[src/rtl/hps_uart_pkg.sv]
// Shared types and helpers for the HPS loan-IO UART blocks.
package hps_uart_pkg;

  // Start bit + 8 data bits + stop bit.
  localparam int FRAME_BITS = 10;

  typedef enum logic [1:0] {
    IDLE,
    START,
    DATA,
    STOP
  } uart_state_e;

  // Clock cycles per bit, rounded to the nearest integer.
  function automatic int calc_div(input int clk_hz, input int baud);
    return (clk_hz + baud / 2) / baud;
  endfunction

endpackage

[src/rtl/hps_uart_fifo.sv]
// Synchronous first-word-fall-through FIFO; dout always shows the head entry.
module hps_uart_fifo #(
  parameter int DEPTH = 16,
  parameter int WIDTH = 8
) (
  input  logic                     clk_i,
  input  logic                     rst_i,
  input  logic                     push,
  input  logic [WIDTH-1:0]         din,
  input  logic                     pop,
  output logic [WIDTH-1:0]         dout,
  output logic                     full,
  output logic                     empty,
  output logic [$clog2(DEPTH):0]   count
);

  localparam int AW = $clog2(DEPTH);

  logic [WIDTH-1:0] mem_q [DEPTH];
  logic [AW-1:0]    wr_ptr_q;
  logic [AW-1:0]    rd_ptr_q;
  logic [AW:0]      count_q;
  logic             do_push;
  logic             do_pop;

  assign full    = (count_q == (AW + 1)'(DEPTH));
  assign empty   = (count_q == '0);
  assign count   = count_q;
  assign dout    = mem_q[rd_ptr_q];
  assign do_push = push && !full;
  assign do_pop  = pop && !empty;

  // Storage write port.
  // NOTE: the data array has no reset; validity is tracked by the pointers and count.
  always_ff @(posedge clk_i) begin
    if (do_push) mem_q[wr_ptr_q] <= din;
  end

  // Pointers wrap naturally at the power-of-two depth; count tracks occupancy.
  // NOTE: sequential state uses non-blocking assignments so all registers update together.
  always_ff @(posedge clk_i) begin
    if (rst_i) begin
      wr_ptr_q <= '0;
      rd_ptr_q <= '0;
      count_q  <= '0;
    end else begin
      if (do_push) wr_ptr_q <= wr_ptr_q + AW'(1);
      if (do_pop)  rd_ptr_q <= rd_ptr_q + AW'(1);
      case ({do_push, do_pop})
        2'b10:   count_q <= count_q + (AW + 1)'(1);
        2'b01:   count_q <= count_q - (AW + 1)'(1);
        default: count_q <= count_q;
      endcase
    end
  end

endmodule

[src/rtl/hps_uart_tx.sv]
// 8N1 UART transmitter with a byte FIFO in front of the serializer.
module hps_uart_tx
  import hps_uart_pkg::*;
#(
  parameter int CLK_HZ     = 50_000_000,
  parameter int BAUD       = 115_200,
  parameter int FIFO_DEPTH = 16
) (
  input  logic                          wb_clk_i,
  input  logic                          wb_rst_i,
  input  logic [7:0]                    tx_data,
  input  logic                          tx_valid,
  output logic                          tx_ready,
  output logic                          tx_o,
  output logic                          busy,
  output logic [$clog2(FIFO_DEPTH):0]   fifo_count
);

  localparam int DIV = calc_div(CLK_HZ, BAUD);
  localparam int CW  = $clog2(DIV);
  localparam logic [CW-1:0] CNT_LAST = CW'(DIV - 1);

  if (DIV < 2) begin : g_bad_div
    $error("hps_uart_tx: CLK_HZ/BAUD gives fewer than 2 cycles per bit");
  end
  if (FIFO_DEPTH < 2 || (FIFO_DEPTH & (FIFO_DEPTH - 1)) != 0) begin : g_bad_depth
    $error("hps_uart_tx: FIFO_DEPTH must be a power of two and at least 2");
  end

  uart_state_e   state_q;
  logic [CW-1:0] baud_cnt_q;
  logic [2:0]    bit_idx_q;
  logic [7:0]    shreg_q;
  logic          tx_q;

  logic          fifo_push;
  logic          fifo_pop;
  logic [7:0]    fifo_dout;
  logic          fifo_full;
  logic          fifo_empty;
  logic          bit_end;

  assign bit_end   = (baud_cnt_q == CNT_LAST);
  assign fifo_push = tx_valid && !fifo_full;
  assign tx_ready  = !fifo_full;
  assign tx_o      = tx_q;
  assign busy      = (state_q != IDLE) || (fifo_count != '0);

  hps_uart_fifo #(
    .DEPTH (FIFO_DEPTH),
    .WIDTH (8)
  ) u_fifo (
    .clk_i (wb_clk_i),
    .rst_i (wb_rst_i),
    .push  (fifo_push),
    .din   (tx_data),
    .pop   (fifo_pop),
    .dout  (fifo_dout),
    .full  (fifo_full),
    .empty (fifo_empty),
    .count (fifo_count)
  );

  // Pop the head when leaving IDLE or at the last cycle of a stop bit.
  // NOTE: defaulting every always_comb output first keeps it free of inferred latches.
  always_comb begin
    fifo_pop = 1'b0;
    if (!fifo_empty) begin
      case (state_q)
        IDLE:    fifo_pop = 1'b1;
        STOP:    fifo_pop = bit_end;
        default: fifo_pop = 1'b0;
      endcase
    end
  end

  // Frame sequencer: baud counter, shift register, bit index and registered line.
  always_ff @(posedge wb_clk_i) begin
    if (wb_rst_i) begin
      state_q    <= IDLE;
      baud_cnt_q <= '0;
      bit_idx_q  <= '0;
      shreg_q    <= '0;
      tx_q       <= 1'b1;
    end else begin
      case (state_q)
        IDLE: begin
          if (!fifo_empty) begin
            shreg_q    <= fifo_dout;
            bit_idx_q  <= '0;
            baud_cnt_q <= '0;
            tx_q       <= 1'b0;
            state_q    <= START;
          end
        end
        START: begin
          if (bit_end) begin
            baud_cnt_q <= '0;
            tx_q       <= shreg_q[0];
            state_q    <= DATA;
          end else begin
            baud_cnt_q <= baud_cnt_q + CW'(1);
          end
        end
        DATA: begin
          if (bit_end) begin
            baud_cnt_q <= '0;
            if (bit_idx_q == 3'd7) begin
              tx_q    <= 1'b1;
              state_q <= STOP;
            end else begin
              shreg_q   <= {1'b0, shreg_q[7:1]};
              bit_idx_q <= bit_idx_q + 3'd1;
              tx_q      <= shreg_q[1];
            end
          end else begin
            baud_cnt_q <= baud_cnt_q + CW'(1);
          end
        end
        STOP: begin
          if (bit_end) begin
            baud_cnt_q <= '0;
            if (!fifo_empty) begin
              shreg_q   <= fifo_dout;
              bit_idx_q <= '0;
              tx_q      <= 1'b0;
              state_q   <= START;
            end else begin
              state_q <= IDLE;
            end
          end else begin
            baud_cnt_q <= baud_cnt_q + CW'(1);
          end
        end
        default: begin
          tx_q    <= 1'b1;
          state_q <= IDLE;
        end
      endcase
    end
  end

endmodule

[config.mk]
export PLATFORM = sky130hd
export DESIGN_NAME = hps_uart_tx
export DESIGN_NICKNAME = d
export VERILOG_FILES = /design/src/rtl/hps_uart_pkg.sv /design/src/rtl/hps_uart_fifo.sv /design/src/rtl/hps_uart_tx.sv
export SDC_FILE = /design/constraint.sdc
export NUM_CORES = 1
export LEC_CHECK = 0
export CAP_MARGIN = 20
export CORE_MARGIN = 2
export CORE_UTILIZATION = 30
export CTS_CLUSTER_DIAMETER = 200
export CTS_CLUSTER_SIZE = 25
export DETAILED_ROUTE_END_ITERATION = 6
export SLEW_MARGIN = 15
export SYNTH_ARGS = -nofsm -noshare
export SYNTH_HDL_FRONTEND = slang
export SYNTH_HIERARCHICAL = 1
export SYNTH_SLANG_ARGS = --single-unit
[constraint.sdc]
create_clock -name wb_clk_i -period 3.5 [get_ports wb_clk_i]
set_input_delay 0.7 -clock wb_clk_i [delete_from_list [all_inputs] [get_ports wb_clk_i]]
set_output_delay 0.7 -clock wb_clk_i [all_outputs]
set_load 0.05 [all_outputs]
==> results of run 1 <==
==> cells in the final DEF (no fill, tap or decap), types with 3 or more instances in the layout <==
master / count
a211oi_1: 7
a211oi_2: 3
a21o_1: 3
a21oi_1: 9
a22oi_1: 17
a311oi_1: 5
and2_1: 3
and3_1: 3
buf_4: 22
clkbuf_16: 17
clkdlybuf4s50_1: 18
dfxtp_1: 39
edfxtp_1: 128
ha_1: 16
inv_1: 12
inv_8: 6
mux2i_1: 14
mux4_2: 32
nand2_1: 24
nand2b_1: 3
nand3_1: 7
nand3b_1: 3
nor2_1: 49
nor2b_1: 6
nor3_1: 7
o21ai_0: 5
xor2_1: 6
==> flip-flops by register name, summed over array words and instances (netlist names), named ones only <==
name	flops
baud_cnt_q	9
bit_idx_q	3
shreg_q	8
state_q	2
tx_o	1
u_fifo/count	5
u_fifo/mem_q	128
u_fifo/rd_ptr_q	4
u_fifo/wr_ptr_q	4
==> repair_timing <==
| item | in CTS | in global routing |
|---|---|---|
| endpoints found under the hold margin | 0 | 0 |
| gates resized for setup | 1 | 3 |
| endpoints found under the setup margin | 1 | 1 |
==> Yosys cell counts, drive strengths merged (2+ instances only) <==
library cell  number
a21boi             2
o21a               4
dfxtp             40
mux2i             14
dlygate4sd1        2
or4                2
edfxtp           128
a311oi             5
nand2             24
a21oi              9
a22oi             17
o211ai             3
and4b              2
nor2              50
buf               13
o21ai              6
o2111ai            2
clkbuf            11
nor3               7
a31oi              2
mux4              32
a21o               4
nor2b              6
nand2b             3
inv               12
o31ai              2
nand3b             3
xor2               6
and3               3
and4bb             2
ha                17
nor4               3
a211oi            10
o22ai              2
nand3              7
and2               5
==> metrics by stage <==
stage / cell area (µm²) / instances / total power, mW
2_1_floorplan: 7210 / 475 / 3.94
3_3_place_gp: 7810 / 808 / 4.30
3_5_place_dp: 7810 / 808 / 4.36
4_1_cts: 8400 / 840 / 6.19
5_1_grt: 8410 / 840 / 6.50
6_report: 8410 / 840 / 6.17
==> routing by layer <==
| layer | part of all wire (%) | vias to the layer above | global-route usage [%] |
|---|---|---|---|
| met1 | 43 | 2030 | 13.4 |
| li1 | - | 1913 | - |
| met2 | 51 | 96 | 19.2 |
| met3 | 4.5 | 13 | 2.53 |
| met4 | 1.4 | 0 | 3.22 |
| met5 | 0 | - | 0 |
==> kinds of logic (layout without fill, tap and decap cells) <==
logic type | after synthesis | count (layout) | share of synthesized area, %
xor gates and xnor gates | 7 | 7 | 0.851
adders and majority gates | 17 | 17 | 2.95
AOI/OAI and AO/OA | 76 | 76 | 8.72
DFF | 168 | 168 | 64.5
and+or+nand+nor | 121 | 121 | 8.32
muxes | 47 | 47 | 12.1
buffers and inverters | 39 | 85 | 2.60
==> layout make-up <==
cell class              count  area [µm²]  share of cell area [%]
clock buffers              17         425                    5.06
clock inverters            15         153                    1.81
inverters                  13        48.8                   0.580
multi-input cells         268        2390                    28.5
flip-flops and latches    168        4650                    55.2
well taps                 319         399                    4.75
repair buffers             40         345                    4.11
==> worst max path at each step <==
| stage | from | endpoint | depth (start not counted) |
|---|---|---|---|
| 2_1_floorplan | u_fifo/count[0]$_SDFFE_PP0P_ | u_fifo/count[4]$_SDFFE_PP0P_ | 14 |
| 3_3_place_gp | baud_cnt_q[0]$_SDFFE_PP0P_ | u_fifo/count[4]$_SDFFE_PP0P_ | 13 |
| 3_5_place_dp | u_fifo/count[1]$_SDFFE_PP0P_ | u_fifo/count[4]$_SDFFE_PP0P_ | 12 |
| 4_1_cts | u_fifo/count[1]$_SDFFE_PP0P_ | u_fifo/count[4]$_SDFFE_PP0P_ | 11 |
| 5_1_grt | baud_cnt_q[0]$_SDFFE_PP0P_ | u_fifo/count[4]$_SDFFE_PP0P_ | 13 |
| 6_report | baud_cnt_q[0]$_SDFFE_PP0P_ | u_fifo/count[4]$_SDFFE_PP0P_ | 13 |
==> power breakdown <==
group          switching, mW  internal [mW]  total, mW
logic                   1.13          0.814       1.94
registers              0.112           2.32       2.43
clock network          0.851          0.952       1.80
total                   2.09           4.08       6.17
==> worst register-to-register path, stage by stage, from the launching register on <==
cell       delay [ns]
dfxtp_1          0.41
ha_1             0.19
and4b_4          0.28
a21oi_1          0.14
nor4_4           0.39
o21ai_4          0.15
inv_1            0.08
ha_2             0.30
xor2_1           0.25
ha_1             0.28
nand2_1          0.07
o21ai_0          0.29
nor3_1           0.09
nand4bb_1        0.18
==> run metrics, run 1 <==
outcome finished clean; # clock sinks between 150 and 200; router iterations before antenna repair 5; fin. max-slew vios 0; Num CTS Buffers 17; CP most frequent cell ha_1; number of routed nets with antenna violations 0; Clock Skew approximately 0.009 ns; Final Cycle Share 92.1%; Static Leak roughly 2.8 nW; CP max stage delay 0.41 ns; Peak VDD IR 0.343 mV; TNS Setup 0 ns; initial antenna violation count 0; Hold Path Sink shreg_q[7]$_SDFFE_PP0P_; Setup crit start kind flip-flop; total grt overflow 0; dominant synthesized flop cell edfxtp_1; reg-to-reg endpoint u_fifo/count[4]$_SDFFE_PP0P_; Worst-path clk slew 0.07 ns; share of cells above drive strength 1 slightly above 20%; CTS Buffer Depth 2; hold path cells 2; reg2reg path depth 13; Crit path max-delay family simple AND/OR/NAND/NOR gates; Cell Area, Synth 7210 µm²; fillers 2253; CP required 3.80 ns; core area 23500 µm²; clock root buffer clkbuf_16; Synth Register Bits between 150 and 200; Post-synth EDFFs approximately 130; Hold Vio Cnt, Final 0; Initial DRC Count 352; Synth top area share a little over half; largest net degree at the start of global routing 42; synth-to-layout area growth 16.7%; slowest stage cell, crit path dfxtp_1; Netlist cell types 66; CTS tree done; biggest area consumer among synthesized cells edfxtp_1; Worst-Margin Slew roughly 0.97 ns; Worst Path Buf+Inv 1; input/output buffers 18; Rel. slew slack 35.1%; Mapped Avg Cell Area 15.2 µm²; PwrDens 734 nW/µm²; Die Span Y 159 µm; Fmax around 310 MHz; vias per cell 4.82; detailed placer's ending HPWL roughly 9000 µm; final net count 536; CP Max Fanout 12; critical path endpoint category flip-flop; Mapped Cells 475; H-Tree Depth 4; Antenna Diode Count 0; final core utilization 35.7%; placer congestion estimate 0.798; Min Clock Period, post-route 3.22 ns; first-pass GRT wire length 21700 µm; endpoints failing setup 0; # Max-Cap Violations 0; total setup buffers inserted after CTS 0; worst hold path class flip-flop to flip-flop; critical path arrival 3.52 ns; Die X-Extent 159 µm; gr usage total roughly 11%; syn_nets 503; pre-CTS setup slack -0.0213 ns; vias in the first global route 4148; Initial Utilization 30.6%; Hold Crit Start shreg_q[7]$_SDFFE_PP0P_; asr flop ratio synth 0%; sequential share of the synthesized area 64.5%; Reg2Reg Setup Slack 0.28 ns; Routed WL 13500 µm; CP Class flip-flop to flip-flop; crit-path cells ha_1 > and4b_4 > a21oi_1 > nor4_4 > o21ai_4 > inv_1 > ha_2 > xor2_1 > ha_1 > nand2_1 > o21ai_0 > nor3_1 > nand4bb_1; Residual DRC 0; std cell rows between 50 and 60; later-pin clock latency in the skew report 0.42 ns; setup ws final ~0.28 ns; via count ~4000; hold slack ~0.5 ns; Die ar. 25300 µm²; Synth area leaders edfxtp_1 53%, dfxtp_1 11%, mux4_2 10%, ha_1 3.0%, nor2_1 2.6%; post-DR wirelength/cell 16.1 µm; hold buffer count at CTS 0; setup repair after global routing missed its margin false; IO Count 19; synth warn 6; reg2reg start baud_cnt_q[0]$_SDFFE_PP0P_
Note: power is estimated with default switching activity, not from simulation.
==> run 2, diff against run 1 <==
--- a/config.mk
+++ b/config.mk
@@ -6,11 +6,11 @@
 export NUM_CORES = 1
 export LEC_CHECK = 0
 export CAP_MARGIN = 20
-export CORE_MARGIN = 2
 export CORE_UTILIZATION = 30
 export CTS_CLUSTER_DIAMETER = 200
 export CTS_CLUSTER_SIZE = 25
 export DETAILED_ROUTE_END_ITERATION = 6
+export GPL_TIMING_DRIVEN = 0
 export SLEW_MARGIN = 15
 export SYNTH_ARGS = -nofsm -noshare
 export SYNTH_HDL_FRONTEND = slang
==> run 2 against run 1 <==
Effect of this change:
- critical path depth up 2
- maximum frequency is 1.4% lower
- die area fell by 2.5%
- combinational power rose by 6%
- hold slack improved by 0.0095 ns
- cell area up 0.21%
- register-to-register slack got worse by 0.05 ns
- core utilization up 0.074 points
- first-iteration DRC count fell by 29%
==> run metrics, run 2 (synthesized netlist as in run 1, its figures left out) <==
H-Tree Depth 4; input/output buffers 18; most frequent cells in the layout 128 x edfxtp_1, 49 x nor2_1, 40 x dfxtp_1; reg2reg start baud_cnt_q[1]$_SDFFE_PP0P_; Static Leak 2.81 nW; Die ar. 24600 µm²; Peak VDD IR roughly 0.40 mV; final core utilization 35.8%; outcome finished clean; synth-to-layout area growth 17.0%; initial antenna violation count 0; total grt overflow 0; reg2reg path depth 15; later-pin clock latency in the skew report 0.42 ns; CTS Buffer Depth 2; CP required roughly 3.8 ns; Design Power 6.31 mW; post-DR wirelength/cell ~17 µm; Routed WL 14600 µm; biggest regs u_fifo/mem_q x128, baud_cnt_q x9, shreg_q x8; Setup crit start baud_cnt_q[1]$_SDFFE_PP0P_; Die Span Y 157 µm; # placed instances just over 800; # clock sinks 168; Reg2Reg Setup Slack between 0.2 and 0.25 ns; Clock Skew 0.0140 ns; std cell rows 56; via count a little over 4000; final net count 542; critical path endpoint category flip-flop; setup ws final 0.231 ns; Min Clock Period, post-route around 3.3 ns; detailed placer's ending HPWL 9930 µm; clock root buffer clkbuf_16; highest metal used met4; CTS tree done; Setup crit start kind flip-flop; worst hold path class flip-flop to flip-flop; Final Cycle Share roughly 93%; core area around 24000 µm²; Worst-Margin Slew 0.820 ns; Hold Vio Cnt, Final 0; Num CTS Buffers 17; hold path cells 1; Worst-path clk slew 0.07 ns; Largest Register u_fifo/mem_q; share of cells above drive strength 1 19.0%; first-pass GRT wire length 23200 µm; placer congestion estimate 0.787; # Max-Cap Violations 0; Residual DRC 0; Initial DRC Count 251; most common cell after layout, fill and taps aside edfxtp_1; vias per cell 4.89; fillers 2303; DR WL met3 727 µm; CP Max Fanout 10; Initial Utilization 30.6%; reg-to-reg endpoint u_fifo/count[4]$_SDFFE_PP0P_; WL met2 7550 µm; pre-CTS setup slack -0.579 ns; met1 WL 6240 µm; critical path arrival around 3.6 ns; Antenna Diode Count 0; Fmax 306 MHz; fin cells around 850; TNS Setup 0 ns; largest net degree at the start of global routing 18; Hold Path Sink baud_cnt_q[8]$_SDFFE_PP0P_; fin. max-slew vios 0; Die X-Extent 157 µm; Hold Crit Start baud_cnt_q[8]$_SDFFE_PP0P_; endpoints failing setup 0; vias in the first global route 4230; number of flip-flops in the largest register 128; router iterations before antenna repair 4; gr usage total roughly an eighth; IO Count 19; PwrDens 749 nW/µm²; number of routed nets with antenna violations 0; Rel. slew slack 45.1%; CP Class flip-flop to flip-flop
run 2: cell count changes in the layout (fill, tap and decap cells not counted), sizes merged:
| cell | previous run | this run |
|---|---|---|
| buf | 22 | 15 |
| bufinv | 0 | 1 |
| clkbuf | 17 | 28 |
| clkinvlp | 1 | 0 |
| dlygate4sd1 | 0 | 2 |
run 2: per-layer routing:
metal / global-route usage (%) / vias up
met5: 0 / -
met4: 4.39 / 0
met3: 2.67 / 4
met2: 21.8 / 80
met1: 16.0 / 2119
li1: - / 1933
run 2: worst max path at each step:
stage,end,cells after the start
after floorplan,u_fifo/count[4]$_SDFFE_PP0P_,14
after global placement,u_fifo/count[4]$_SDFFE_PP0P_,15
after detailed placement,u_fifo/count[4]$_SDFFE_PP0P_,15
after CTS,u_fifo/count[4]$_SDFFE_PP0P_,14
after global routing,u_fifo/count[4]$_SDFFE_PP0P_,14
final,u_fifo/count[4]$_SDFFE_PP0P_,15
run 2: layout make-up:
cell class / instances / area [µm²] / share of cell area [%]
buffer: 26 / 140 / 1.66
clock buffer: 17 / 425 / 5.05
clock inverter: 15 / 158 / 1.87
inverter: 13 / 48.8 / 0.579
multi-input combinational: 268 / 2420 / 28.7
sequential: 168 / 4640 / 55.1
tap: 319 / 399 / 4.74
timing repair buffer: 20 / 195 / 2.32
run 2: power by group:
part / leakage, nW / internal, mW / switching [mW]
registers: 1.48 / 2.32 / 0.0944
clock network: 0.290 / 1.01 / 0.826
logic: 1.04 / 0.851 / 1.21
total: 2.81 / 4.18 / 2.13
run 2: metrics by stage:
step / hold WS, ns / cell area [µm²]
5_1_grt: 0.536 / 8430
6_report: 0.510 / 8430
2_1_floorplan: 0.450 / 7210
4_1_cts: 0.498 / 8410
3_3_place_gp: 0.469 / 7780
3_5_place_dp: 0.489 / 7810
run 2: what timing repair did:
action                                  4_1_cts  5_1_grt
endpoints found under the hold margin         0        0
hold buffers                                  0        0
resized for setup                             3        5
pin swaps                                     0        1
endpoints found under the setup margin        4        2
buffers inserted                              0        1
run 2: worst max-delay path: stages (launching register included):
cell       delay (ns)
dfxtp_1          0.39
inv_1            0.06
ha_1             0.18
and4b_4          0.23
a21oi_2          0.25
buf_2            0.29
nor4_4           0.09
o21ai_4          0.11
inv_1            0.07
ha_1             0.21
clkbuf_2         0.20
xor2_1           0.17
ha_1             0.24
o31ai_1          0.34
o22ai_1          0.13
nand4bb_1        0.17
==> run 3, diff against run 2 <==
--- a/config.mk
+++ b/config.mk
@@ -5,7 +5,6 @@
 export SDC_FILE = /design/constraint.sdc
 export NUM_CORES = 1
 export LEC_CHECK = 0
-export CAP_MARGIN = 20
 export CORE_UTILIZATION = 30
 export CTS_CLUSTER_DIAMETER = 200
 export CTS_CLUSTER_SIZE = 25
==> run 3 against run 2 <==
Effect of this change:
- clock power hardly changed
- hold slack worse by 0.0090 ns
- sequential share of layout area hardly changed
- maximum frequency is 1.0% higher
- via count is 0.36% higher
- largest cell class unchanged
- clock skew is 0.0023 ns higher
- first-iteration DRC count is 10% higher
- setup slack better by 0.033 ns
==> run metrics, run 3 (synthesized netlist as in run 1, its figures left out) <==
outcome finished clean; Static Leak 2.79 nW; Die Span Y 157 µm; IO Count 19; via count slightly above 4000; post-DR wirelength/cell 17.4 µm; Reg2Reg Setup Slack 0.26 ns; Initial DRC Count 277; Rel. slew slack between 40% and 50%; # Max-Cap Violations 0; Initial Utilization 30.6%; vias in the first global route approximately 4300; fin. max-slew vios 0; Residual DRC 0; placer congestion estimate about 0.79; Min Clock Period, post-route 3.24 ns; largest net degree at the start of global routing 19; Die ar. 24600 µm²; fillers 2291; most common cell after layout, fill and taps aside edfxtp_1; Design Power 6.28 mW; later-pin clock latency in the skew report around 0.43 ns; Routed WL between 10000 and 15000 µm; worst hold path class flip-flop to flip-flop; Largest Register u_fifo/mem_q; router iterations before antenna repair 4; Hold Vio Cnt, Final 0; Num CTS Buffers 17; biggest regs u_fifo/mem_q x128, baud_cnt_q x9, shreg_q x8; synth-to-layout area growth 16.9%; Clock Skew 0.0163 ns; total grt overflow 0; TNS Setup 0 ns; number of flip-flops in the largest register 128; CP required around 3.8 ns; input/output buffers 18; final net count ~540; first-pass GRT wire length 23400 µm; PwrDens between 700 and 800 nW/µm²; number of routed nets with antenna violations 0; CTS tree done; Fmax 309 MHz; CP Max Fanout 10; critical path arrival around 3.5 ns; critical path endpoint category flip-flop; H-Tree Depth 4; initial antenna violation count 0; detailed placer's ending HPWL slightly below 10000 µm; std cell rows 56; clock root buffer clkbuf_16; gr usage total 12.9%; Die X-Extent 157 µm; share of cells above drive strength 1 between 15 and 20%; Setup crit start kind flip-flop; Worst-path clk slew 0.07 ns; pre-CTS setup slack -0.609 ns; Antenna Diode Count 0; Worst-Margin Slew 0.847 ns; Peak VDD IR 0.363 mV; CP Class flip-flop to flip-flop; # clock sinks 168; vias per cell about 4.9; CTS Buffer Depth 2; endpoints failing setup 0; core area 23500 µm²; setup ws final about 0.26 ns; most frequent cells in the layout 128 x edfxtp_1, 49 x nor2_1, 40 x dfxtp_1; Final Cycle Share 92.4%
==> run 3: worst paths after layout <==
path / from / to / cells after the start
worst max-delay path: baud_cnt_q[0]$_SDFFE_PP0P_ / u_fifo/count[4]$_SDFFE_PP0P_ / 15
worst min-delay path: baud_cnt_q[8]$_SDFFE_PP0P_ / baud_cnt_q[8]$_SDFFE_PP0P_ / 1
worst max register to register: baud_cnt_q[0]$_SDFFE_PP0P_ / u_fifo/count[4]$_SDFFE_PP0P_ / 15
worst min register to register: baud_cnt_q[8]$_SDFFE_PP0P_ / baud_cnt_q[8]$_SDFFE_PP0P_ / 1
==> run 3: worst max-delay path, stage by stage (launching register included) <==
cell and delay [ns]:
dfxtp_1 0.41, ha_1 0.18, and4b_4 0.29, a21oi_2 0.10, buf_2 0.21, nor4_4 0.31
o21ai_4 0.14, inv_1 0.08, ha_1 0.18, clkbuf_2 0.23, xor2_1 0.17, ha_1 0.27
nand2_1 0.08, o21ai_1 0.21, nor3_1 0.08, nand4bb_1 0.18
==> run 3: layout make-up <==
| cell class | instances | area [µm²] | share of cell area [%] |
|---|---|---|---|
| plain buffers | 26 | 140 | 1.66 |
| repair buffers | 19 | 188 | 2.23 |
| flip-flops and latches | 168 | 4640 | 55.1 |
| inverters | 13 | 48.8 | 0.579 |
| well taps | 319 | 399 | 4.74 |
| clock inverters | 15 | 156 | 1.86 |
| multi-input cells | 268 | 2420 | 28.8 |
| clock buffers | 17 | 425 | 5.05 |
==> run 3: power by group <==
part           internal (mW)  switching (mW)  total [mW]  leakage [nW]
Clock                  0.951           0.859        1.81         0.276
Combinational          0.844            1.21        2.06          1.03
Sequential              2.32          0.0951        2.41          1.48
==> run 3: repair_timing <==
action,CTS,global route
pin swaps,0,1
gates resized for setup,4,4
endpoints found under the setup margin,4,1
hold buffers,0,0
buffers inserted,0,1
==> run 3: per-layer routing <==
metal / track usage (%) / share of wire, % / vias to the layer above
met4: 4.72 / 1.6 / 0
li1: - / - / 1936
met3: 2.89 / 3.1 / 14
met5: 0 / 0 / -
met2: 21.5 / 50 / 74
met1: 16.3 / 45 / 2127
==> run 3: through the flow <==
stage | std cells | cell area, µm² | hold WS [ns] | utilization [%]
CTS | 844 | 8400 | 0.499 | 35.7
detailed placement | 812 | 7800 | 0.484 | 33.1
global route | 845 | 8430 | 0.525 | 35.8
global placement | 812 | 7780 | 0.469 | 33.1
floorplan | 475 | 7210 | 0.450 | -
finish | 845 | 8430 | 0.501 | 35.8
